$ cat config.mk
export PLATFORM = sky130hd
export DESIGN_NAME = dlsc_axi_router_rd_response_flat
export DESIGN_NICKNAME = d
export VERILOG_FILES = /design/src/rtl/dlsc_axi_router_rd_response_pkg.sv /design/src/rtl/dlsc_axi_router_rd_response_if.sv /design/src/rtl/dlsc_axi_router_cmdfifo.sv /design/src/rtl/dlsc_axi_router_rd_response.sv /design/src/flat_wrapper.sv
export SDC_FILE = /design/constraint.sdc
export NUM_CORES = 1
export LEC_CHECK = 0
export ABC_AREA = 0
export BUFFER_PORTS_ARGS = -buffer_cell sky130_fd_sc_hd__buf_2
export CAP_MARGIN = 20
export CORE_MARGIN = 2
export CORE_UTILIZATION = 41
export DETAILED_ROUTE_END_ITERATION = 8
export PLACE_DENSITY = 0.82
export SYNTH_ARGS = -nofsm -noshare
export SYNTH_HDL_FRONTEND = slang
export SYNTH_SLANG_ARGS = --single-unit
$ cat constraint.sdc
create_clock -name clk -period 2.3 [get_ports clk]
set_clock_uncertainty 0.2 [all_clocks]
set_input_delay 0.46 -clock clk [delete_from_list [all_inputs] [get_ports clk]]
set_output_delay 0.46 -clock clk [all_outputs]
set_load 0.1 [all_outputs]
$ cat src/rtl/dlsc_axi_router_rd_response_pkg.sv
// Shared AXI router definitions: R/B response encodings and R payload layout.
// R payload is packed MSB..LSB as {last, resp, data}.
package dlsc_axi_router_rd_response_pkg;

  typedef enum logic [1:0] {
    AXI_RESP_OKAY   = 2'b00,
    AXI_RESP_EXOKAY = 2'b01,
    AXI_RESP_SLVERR = 2'b10,
    AXI_RESP_DECERR = 2'b11
  } axi_resp_t;

  localparam int unsigned AXI_RESP_W = 2;

  // Width of a packed R payload for a given data width.
  function automatic int unsigned r_payload_w(input int unsigned data_w);
    return data_w + AXI_RESP_W + 1;
  endfunction

endpackage

$ cat src/rtl/dlsc_axi_router_rd_response_if.sv
// Bundle of the rd_response block's command and R-channel signals.
// slave  : router view (consumes cmd_*, out_r_* payload, in_r_ready)
// master : environment view (command block, slaves and masters)
interface dlsc_axi_router_rd_response_if #(
  parameter int unsigned DATA     = 32,
  parameter int unsigned INPUTS   = 1,
  parameter int unsigned INPUTSB  = 1,
  parameter int unsigned OUTPUTS  = 1,
  parameter int unsigned OUTPUTSB = 1
);
  import dlsc_axi_router_rd_response_pkg::*;

  logic [INPUTS-1:0]              cmd_full_input;
  logic [OUTPUTS-1:0]             cmd_full_output;
  logic                           cmd_push;
  logic [INPUTS-1:0]              cmd_input_onehot;
  logic [OUTPUTS-1:0]             cmd_output_onehot;
  logic [INPUTSB-1:0]             cmd_input;
  logic [OUTPUTSB-1:0]            cmd_output;

  logic [OUTPUTS-1:0]             out_r_ready;
  logic [OUTPUTS-1:0]             out_r_valid;
  logic [OUTPUTS-1:0]             out_r_last;
  logic [OUTPUTS*DATA-1:0]        out_r_data;
  logic [OUTPUTS*AXI_RESP_W-1:0]  out_r_resp;

  logic [INPUTS-1:0]              in_r_ready;
  logic [INPUTS-1:0]              in_r_valid;
  logic [INPUTS-1:0]              in_r_last;
  logic [INPUTS*DATA-1:0]         in_r_data;
  logic [INPUTS*AXI_RESP_W-1:0]   in_r_resp;

  modport slave (
    output cmd_full_input, cmd_full_output, out_r_ready,
           in_r_valid, in_r_last, in_r_data, in_r_resp,
    input  cmd_push, cmd_input_onehot, cmd_output_onehot, cmd_input, cmd_output,
           out_r_valid, out_r_last, out_r_data, out_r_resp, in_r_ready
  );

  modport master (
    input  cmd_full_input, cmd_full_output, out_r_ready,
           in_r_valid, in_r_last, in_r_data, in_r_resp,
    output cmd_push, cmd_input_onehot, cmd_output_onehot, cmd_input, cmd_output,
           out_r_valid, out_r_last, out_r_data, out_r_resp, in_r_ready
  );

endinterface

$ cat src/rtl/dlsc_axi_router_cmdfifo.sv
// Small command FIFO with a registered almost_full (occupancy >= DEPTH-1).
// Ports: clk/rst (sync, active-high), push/push_data write, pop advances head,
// empty/head show the oldest entry, almost_full registered.
module dlsc_axi_router_cmdfifo #(
  parameter int unsigned WIDTH  = 1,
  parameter int unsigned DEPTH  = 4,
  parameter int unsigned DEPTHB = 2
) (
  input  logic             clk,
  input  logic             rst,
  input  logic             push,
  input  logic [WIDTH-1:0] push_data,
  input  logic             pop,
  output logic             empty,
  output logic [WIDTH-1:0] head,
  output logic             almost_full
);

  logic [WIDTH-1:0]  mem [DEPTH];
  logic [DEPTHB-1:0] wr_ptr;
  logic [DEPTHB-1:0] rd_ptr;
  logic [DEPTHB:0]   cnt;
  logic [DEPTHB:0]   cnt_next;

  always_comb begin
    cnt_next = cnt;
    if (push && !pop)      cnt_next = cnt + (DEPTHB+1)'(1);
    else if (!push && pop) cnt_next = cnt - (DEPTHB+1)'(1);
  end

  always_ff @(posedge clk) begin
    if (rst) begin
      wr_ptr      <= '0;
      rd_ptr      <= '0;
      cnt         <= '0;
      almost_full <= 1'b0;
    end else begin
      if (push) wr_ptr <= wr_ptr + DEPTHB'(1);
      if (pop)  rd_ptr <= rd_ptr + DEPTHB'(1);
      cnt         <= cnt_next;
      almost_full <= (cnt_next >= (DEPTHB+1)'(DEPTH-1));
    end
  end

  always_ff @(posedge clk) begin
    if (push) mem[wr_ptr] <= push_data;
  end

  always_ff @(posedge clk) begin
    if (!rst) begin
      assert (!(push && cnt == (DEPTHB+1)'(DEPTH)))
        else $error("dlsc_axi_router_cmdfifo: push into full FIFO");
    end
  end

  assign empty = (cnt == '0);
  assign head  = mem[rd_ptr];

endmodule

$ cat src/rtl/dlsc_axi_router_rd_response.sv
// AXI router R-channel return path. Records routed read commands in per-master
// (IQ) and per-slave (OQ) FIFOs and connects master i to slave o whenever each
// FIFO's head names the other. R beats pass combinationally over that link; a
// last beat handshake pops both heads.
// Ports: clk, rst (sync, active-high), bus (slave modport: cmd_* interface from
// the command block, out_r_* to/from slaves, in_r_* to/from masters).
module dlsc_axi_router_rd_response
  import dlsc_axi_router_rd_response_pkg::*;
#(
  parameter int unsigned DATA     = 32,
  parameter int unsigned INPUTS   = 1,
  parameter int unsigned INPUTSB  = 1,
  parameter int unsigned OUTPUTS  = 1,
  parameter int unsigned OUTPUTSB = 1,
  parameter int unsigned DEPTH    = 4,
  parameter int unsigned DEPTHB   = 2
) (
  input logic                          clk,
  input logic                          rst,
  dlsc_axi_router_rd_response_if.slave bus
);

  localparam int unsigned PW = r_payload_w(DATA);

  logic [INPUTS-1:0]   iq_empty, iq_pop, iq_push, full_in;
  logic [OUTPUTSB-1:0] iq_head [INPUTS];
  logic [OUTPUTS-1:0]  oq_empty, oq_pop, oq_push, full_out;
  logic [INPUTSB-1:0]  oq_head [OUTPUTS];

  logic [PW-1:0]       out_pl [OUTPUTS];
  logic [INPUTS-1:0]   in_valid, in_last;
  logic [INPUTS*DATA-1:0]       in_data;
  logic [INPUTS*AXI_RESP_W-1:0] in_resp;
  logic [OUTPUTS-1:0]  out_ready;
  logic [INPUTS-1:0][OUTPUTS-1:0] link;

  for (genvar gi = 0; gi < INPUTS; gi++) begin : g_iq
    assign iq_push[gi] = bus.cmd_push & bus.cmd_input_onehot[gi];
    dlsc_axi_router_cmdfifo #(.WIDTH(OUTPUTSB), .DEPTH(DEPTH), .DEPTHB(DEPTHB)) u_fifo (
      .clk(clk), .rst(rst), .push(iq_push[gi]), .push_data(bus.cmd_output),
      .pop(iq_pop[gi]), .empty(iq_empty[gi]), .head(iq_head[gi]),
      .almost_full(full_in[gi])
    );
  end

  for (genvar go = 0; go < OUTPUTS; go++) begin : g_oq
    assign oq_push[go] = bus.cmd_push & bus.cmd_output_onehot[go];
    dlsc_axi_router_cmdfifo #(.WIDTH(INPUTSB), .DEPTH(DEPTH), .DEPTHB(DEPTHB)) u_fifo (
      .clk(clk), .rst(rst), .push(oq_push[go]), .push_data(bus.cmd_input),
      .pop(oq_pop[go]), .empty(oq_empty[go]), .head(oq_head[go]),
      .almost_full(full_out[go])
    );
    assign out_pl[go] = {bus.out_r_last[go],
                         bus.out_r_resp[go*AXI_RESP_W +: AXI_RESP_W],
                         bus.out_r_data[go*DATA +: DATA]};
  end

  // Mutual head match makes links a partial permutation, so OR-ing across
  // the matrix never merges two sources.
  always_comb begin
    link = '0;
    for (int unsigned i = 0; i < INPUTS; i++) begin
      for (int unsigned o = 0; o < OUTPUTS; o++) begin
        link[i][o] = !iq_empty[i] && !oq_empty[o] &&
                     (iq_head[i] == OUTPUTSB'(o)) && (oq_head[o] == INPUTSB'(i));
      end
    end
  end

  always_comb begin
    logic [PW-1:0] pl;
    in_valid  = '0;
    in_last   = '0;
    in_data   = '0;
    in_resp   = '0;
    out_ready = '0;
    iq_pop    = '0;
    oq_pop    = '0;
    pl        = '0;
    for (int unsigned i = 0; i < INPUTS; i++) begin
      for (int unsigned o = 0; o < OUTPUTS; o++) begin
        if (link[i][o]) begin
          pl                                 = out_pl[o];
          in_valid[i]                        = bus.out_r_valid[o];
          out_ready[o]                       = bus.in_r_ready[i];
          in_last[i]                         = pl[PW-1];
          in_resp[i*AXI_RESP_W +: AXI_RESP_W] = pl[DATA +: AXI_RESP_W];
          in_data[i*DATA +: DATA]            = pl[DATA-1:0];
          if (bus.out_r_valid[o] && bus.in_r_ready[i] && bus.out_r_last[o]) begin
            iq_pop[i] = 1'b1;
            oq_pop[o] = 1'b1;
          end
        end
      end
    end
  end

  assign bus.cmd_full_input  = full_in;
  assign bus.cmd_full_output = full_out;
  assign bus.out_r_ready     = out_ready;
  assign bus.in_r_valid      = in_valid;
  assign bus.in_r_last       = in_last;
  assign bus.in_r_data       = in_data;
  assign bus.in_r_resp       = in_resp;

endmodule

$ cat src/flat_wrapper.sv
// flat-port wrapper written by rule: the top's interface ports become plain ports
module dlsc_axi_router_rd_response_flat import dlsc_axi_router_rd_response_pkg::*;
#(
  parameter int unsigned DATA     = 32,
  parameter int unsigned INPUTS   = 1,
  parameter int unsigned INPUTSB  = 1,
  parameter int unsigned OUTPUTS  = 1,
  parameter int unsigned OUTPUTSB = 1,
  parameter int unsigned DEPTH    = 4,
  parameter int unsigned DEPTHB   = 2
)
  (clk, rst, bus_cmd_full_input, bus_cmd_full_output, bus_out_r_ready, bus_in_r_valid, bus_in_r_last, bus_in_r_data, bus_in_r_resp, bus_cmd_push, bus_cmd_input_onehot, bus_cmd_output_onehot, bus_cmd_input, bus_cmd_output, bus_out_r_valid, bus_out_r_last, bus_out_r_data, bus_out_r_resp, bus_in_r_ready);
  dlsc_axi_router_rd_response_if #(.DATA(DATA), .INPUTS(INPUTS), .INPUTSB(INPUTSB), .OUTPUTS(OUTPUTS), .OUTPUTSB(OUTPUTSB)) bus_i ();
  input logic clk;
  input logic rst;
  output wire logic [$bits(bus_i.cmd_full_input)-1:0] bus_cmd_full_input;
  output wire logic [$bits(bus_i.cmd_full_output)-1:0] bus_cmd_full_output;
  output wire logic [$bits(bus_i.out_r_ready)-1:0] bus_out_r_ready;
  output wire logic [$bits(bus_i.in_r_valid)-1:0] bus_in_r_valid;
  output wire logic [$bits(bus_i.in_r_last)-1:0] bus_in_r_last;
  output wire logic [$bits(bus_i.in_r_data)-1:0] bus_in_r_data;
  output wire logic [$bits(bus_i.in_r_resp)-1:0] bus_in_r_resp;
  input wire logic [$bits(bus_i.cmd_push)-1:0] bus_cmd_push;
  input wire logic [$bits(bus_i.cmd_input_onehot)-1:0] bus_cmd_input_onehot;
  input wire logic [$bits(bus_i.cmd_output_onehot)-1:0] bus_cmd_output_onehot;
  input wire logic [$bits(bus_i.cmd_input)-1:0] bus_cmd_input;
  input wire logic [$bits(bus_i.cmd_output)-1:0] bus_cmd_output;
  input wire logic [$bits(bus_i.out_r_valid)-1:0] bus_out_r_valid;
  input wire logic [$bits(bus_i.out_r_last)-1:0] bus_out_r_last;
  input wire logic [$bits(bus_i.out_r_data)-1:0] bus_out_r_data;
  input wire logic [$bits(bus_i.out_r_resp)-1:0] bus_out_r_resp;
  input wire logic [$bits(bus_i.in_r_ready)-1:0] bus_in_r_ready;
  assign bus_cmd_full_input = bus_i.cmd_full_input;
  assign bus_cmd_full_output = bus_i.cmd_full_output;
  assign bus_out_r_ready = bus_i.out_r_ready;
  assign bus_in_r_valid = bus_i.in_r_valid;
  assign bus_in_r_last = bus_i.in_r_last;
  assign bus_in_r_data = bus_i.in_r_data;
  assign bus_in_r_resp = bus_i.in_r_resp;
  assign bus_i.cmd_push = bus_cmd_push;
  assign bus_i.cmd_input_onehot = bus_cmd_input_onehot;
  assign bus_i.cmd_output_onehot = bus_cmd_output_onehot;
  assign bus_i.cmd_input = bus_cmd_input;
  assign bus_i.cmd_output = bus_cmd_output;
  assign bus_i.out_r_valid = bus_out_r_valid;
  assign bus_i.out_r_last = bus_out_r_last;
  assign bus_i.out_r_data = bus_out_r_data;
  assign bus_i.out_r_resp = bus_out_r_resp;
  assign bus_i.in_r_ready = bus_in_r_ready;
  dlsc_axi_router_rd_response #(.DATA(DATA), .INPUTS(INPUTS), .INPUTSB(INPUTSB), .OUTPUTS(OUTPUTS), .OUTPUTSB(OUTPUTSB), .DEPTH(DEPTH), .DEPTHB(DEPTHB)) u_core (.clk(clk), .rst(rst), .bus(bus_i));
endmodule
# == Yosys cells after proc, flatten, opt, wreduce, memory -nomap -nowiden ==
# Memory sizes are Yosys's and may differ from the RTL's. A register that Yosys moved wholly into a read port is not among the register bits.
# Cells that the tools add are included.
# op_classes
n_addsub,8
order_cmp,2
n_mux,19
bitwise,4
reduce_logical,16
# op_table
op,count
$mux W32,1
$mux W3,4
$mux W2,5
$logic_and A1 B1 Y1,9
$mux W1,9
$add A2 B1 Y2 const B,4
$add A3 B1 Y3 const B,2
$ge A3 B2 Y1 const B,2
$logic_not A3 Y1,2
$sub A3 B1 Y3 const B,2
$logic_not A1 Y1,5
$and A1 B1 Y1,2
$not A1 Y1,2
# word_totals
ff_bits,16
ramBits,8
input_bits,44
out_inout_bits,39
elab_cells,59
mem_count,2
# mem_list
memory,words,word_bits,read_ports,rd_clocked_by_memory_dff,write_ports,line,rtl
u_core.g_iq[0].u_fifo.mem,4,1,1,1,1,dlsc_axi_router_cmdfifo.sv:19,logic [WIDTH-1:0] mem [DEPTH];
u_core.g_oq[0].u_fifo.mem,4,1,1,1,1,dlsc_axi_router_cmdfifo.sv:19,

# == Logic depth before layout (Yosys ltp) ==
# depth
ltp_word,10
mapped_depth,9
mapped_depth_nobuf,7

# == Hierarchy ==
# Synthesis repeated with hierarchy kept, for this count alone.
# hier_totals
cells_unflattened,167
hier_area_um2,1580.3
# modules_own_cells
module,n_inst,cells_per_inst,area_each_um2,seq_area_each_um2
dlsc_axi_router_cmdfifo,2,61,640.6,320.3
dlsc_axi_router_rd_response,1,45,299.0,0.0

# == Worst setup path before layout ==
# OpenSTA, ideal clock, no wires.
# synth_timing
kind,register to output
startpoint,register with a tool-made name
endpoint,output bus_in_r_data[10]
t_arrival_ps,2519
t_required_ps,1640
path_slack_ps,-879
path_stages_with_launch,7
cell_sequence,dfxtp_1 -> mux4_2 -> a2111oi_4 -> buf_6 -> buf_2 -> clkbuf_1 -> and2_1
# synth_lines
element,line,rtl
to (decl),flat_wrapper.sv:21,output wire logic [$bits(bus_i.in_r_data)-1:0] bus_in_r_data;

==> out/results.txt <==
Result of the run: finished, violations left
Failing checks: negative setup slack
Mapped Cells: 177
Critical Path, Cell by Cell: mux4_2 > a2111oi_4 > buf_6 > buf_8 > and2_4 > buf_12
Synth top area share: 24.1%
Worst slew margin: 66.7%
Layout cell share with drive strength beyond 1: 57.8%
Yosys warns: 0
DP Wirelength: 3850 um
Syn_nets: 235
IO Pins: 83
Period Utilization, post-route: 123%
Critical Path Max Stage Delay: 0.51 ns
Slowest cell on crit path: mux4_2
EDFF count, synth: 8
Routability cong.: 0.802
Drc violations: 0
Pwr Total: 0.00103 W
Total clock sinks: 28
Routed WL: 5200 um
Post-layout util: 75.8%
First-pass GRT wire length: 7520 um
Root Buffer: clkbuf_8
Final ANT Viol Nets: 0
Synth unique cells: 30
Total Routing Usage GR: 22.4%
PD cells: 345 mW/mm2
Starting Density: 42.1%
WS Path Type: reg2out
Die area: 0.00457 mm2
Required time worst endpoint: 1.64 ns
Count leader, synth: and2_1
Mapped cell area: 0.00166 mm2
Async SR Flop Fraction: 0%
Post-synth top cells: and2_1, dfxtp_1, ha_1, nor2_1, nand2_1
Setup violators final: 53
Clock Pin Slew Worst Setup and Hold Paths: 0.09 ns
Critical Path Source Type: flip-flop
Final hold viol count: 0
Top cells by area, synth: dfxtp_1, and2_1, edfxtp_1
Die Y: 67.6 um
CTS Hold Bufs: 0
Avg Vias per Cell: 5.08
Max Cap Violations: 0
Worst slew pin tran: 0.500 ns
Vias: 1616
DR pass1 iterations: 4
Buffers on Ports: 82
Synth Area per Inst: 9.38 um2
Wire per inst: 16.4 um
Largest net degree at the start of global routing: 21
RSZ-0062 raised after global routing: yes
Post-synthesis register bit count: 28
Fmax: 354 MHz
Top_reg_cell synth: dfxtp_1
N_diodes: 0
Die width: 67.6 um
Row cnt: 23
Number of global-route vias before repair: 1612
Post-synthesis sequential area ratio: 38.6%
DR iter-0 viols: 83
Clk buf depth: 2
Hold Path Stages: 1
Num CTS Buffers: 3
H-tree Lvls: 1
Initial antenna violation count: 0
Layout area overhead: 80.0%
Worst min-delay path class: in2reg
Peak VDD IR: 0.363 mV
Leakage: 1.32 nW
Critical Path Sink Type: output port
Crit path time final: 2.82 ns
Skew-Pair Late Insertion Delay: 0.27 ns
Cell taking the most area after synthesis: dfxtp_1
Grt ovf: 0
Arrival time at the worst endpoint: 2.16 ns
Final worst slack: -0.523 ns
Final nets: 328
Worst Path Max Fanout: 7
Slew Limit Fails: 0
TritonCTS clock tree: yes
R2R cell count: 10
Core Region: 0.00394 mm2
## cells in the final DEF (no fill, tap or decap), types with 5 or more instances in the layout
cell,Yosys,routed
dfxtp_1,20,19
nand2_1,12,12
a21oi_1,5,5
edfxtp_1,8,8
nor2_1,14,13
buf_12,0,37
and3_1,9,9
and2_4,0,37
xnor2_1,8,8
buf_2,2,46
inv_1,9,9
buf_4,1,10
ha_1,14,14
## power by group
part	switching (W)	internal, W
Combinational	0.000135	0.000106
Clock	0.000142	0.000118
Sequential	0.00000927	0.000520
## cell type report
type | count | area [um2]
clock buffer | 3 | 41.3
fill | 232 | 953
inverter | 9 | 33.8
multi-input combinational | 128 | 1050
sequential | 28 | 642
tap | 50 | 62.6
timing repair buffer | 100 | 1160
## stage by stage
stage	hold slack [ns]	setup TNS (ns)	area (um2)	instances	setup WS, ns
after floorplan	0.269	-9.49	1780	177	-0.329
after detailed placement	0.295	-10.47	2810	308	-0.294
after global placement	0.280	-6.46	2810	308	-0.175
final	0.210	-22.00	2990	318	-0.523
after CTS	0.199	-20.83	2960	317	-0.506
after global routing	0.199	-25.92	2990	318	-0.585
## per-layer routing
metal | track usage (%) | share of wire, % | vias up
li1 | - | - | 769
met4 | 10.5 | 2.8 | 0
met5 | 0 | 0 | -
met3 | 4.50 | 8.5 | 14
met2 | 41.8 | 52 | 88
met1 | 23.9 | 36 | 745
## what timing repair did
action,CTS,global route
gates resized for setup,13,4
setup buffers,3,1
gates cloned,3,1
pin swaps,1,3
endpoints found under the setup margin,49,53
## path summary, 6_finish.rpt
kind | startpoint | endpoint | slack (ns)
max | u_core.g_oq[0].u_fifo.mem[3] | bus_in_r_data[29] | -0.52
min | bus_cmd_output | u_core.g_iq[0].u_fifo.mem[0] | 0.21
max reg2reg | u_core.g_oq[0].u_fifo.mem[3] | u_core.g_iq[0].u_fifo.cnt[1] | -0.43
min reg2reg | u_core.g_iq[0].u_fifo.wr_ptr[1] | u_core.g_iq[0].u_fifo.wr_ptr[1] | 0.31
## critical path, delay by kind of cell (launching register included)
kind	cells	cell delay, ns
compound gates	1	0.34
flops	1	0.37
mux	1	0.51
buf+inv	3	0.51
simple gates	1	0.16
## cells by family (layout without fill, tap and decap cells)
family,Yosys count,count (layout),synth area share [%]
adders and majority gates,14,14,10.6
buffers and inverters,21,112,5.58
AOI/OAI and AO/OA,13,13,6.25
muxes,2,2,2.71
and+or+nand+nor,89,89,31.0
xor gates and xnor gates,10,10,5.28
DFF,28,28,38.6
(Power assumes the default switching activity.)
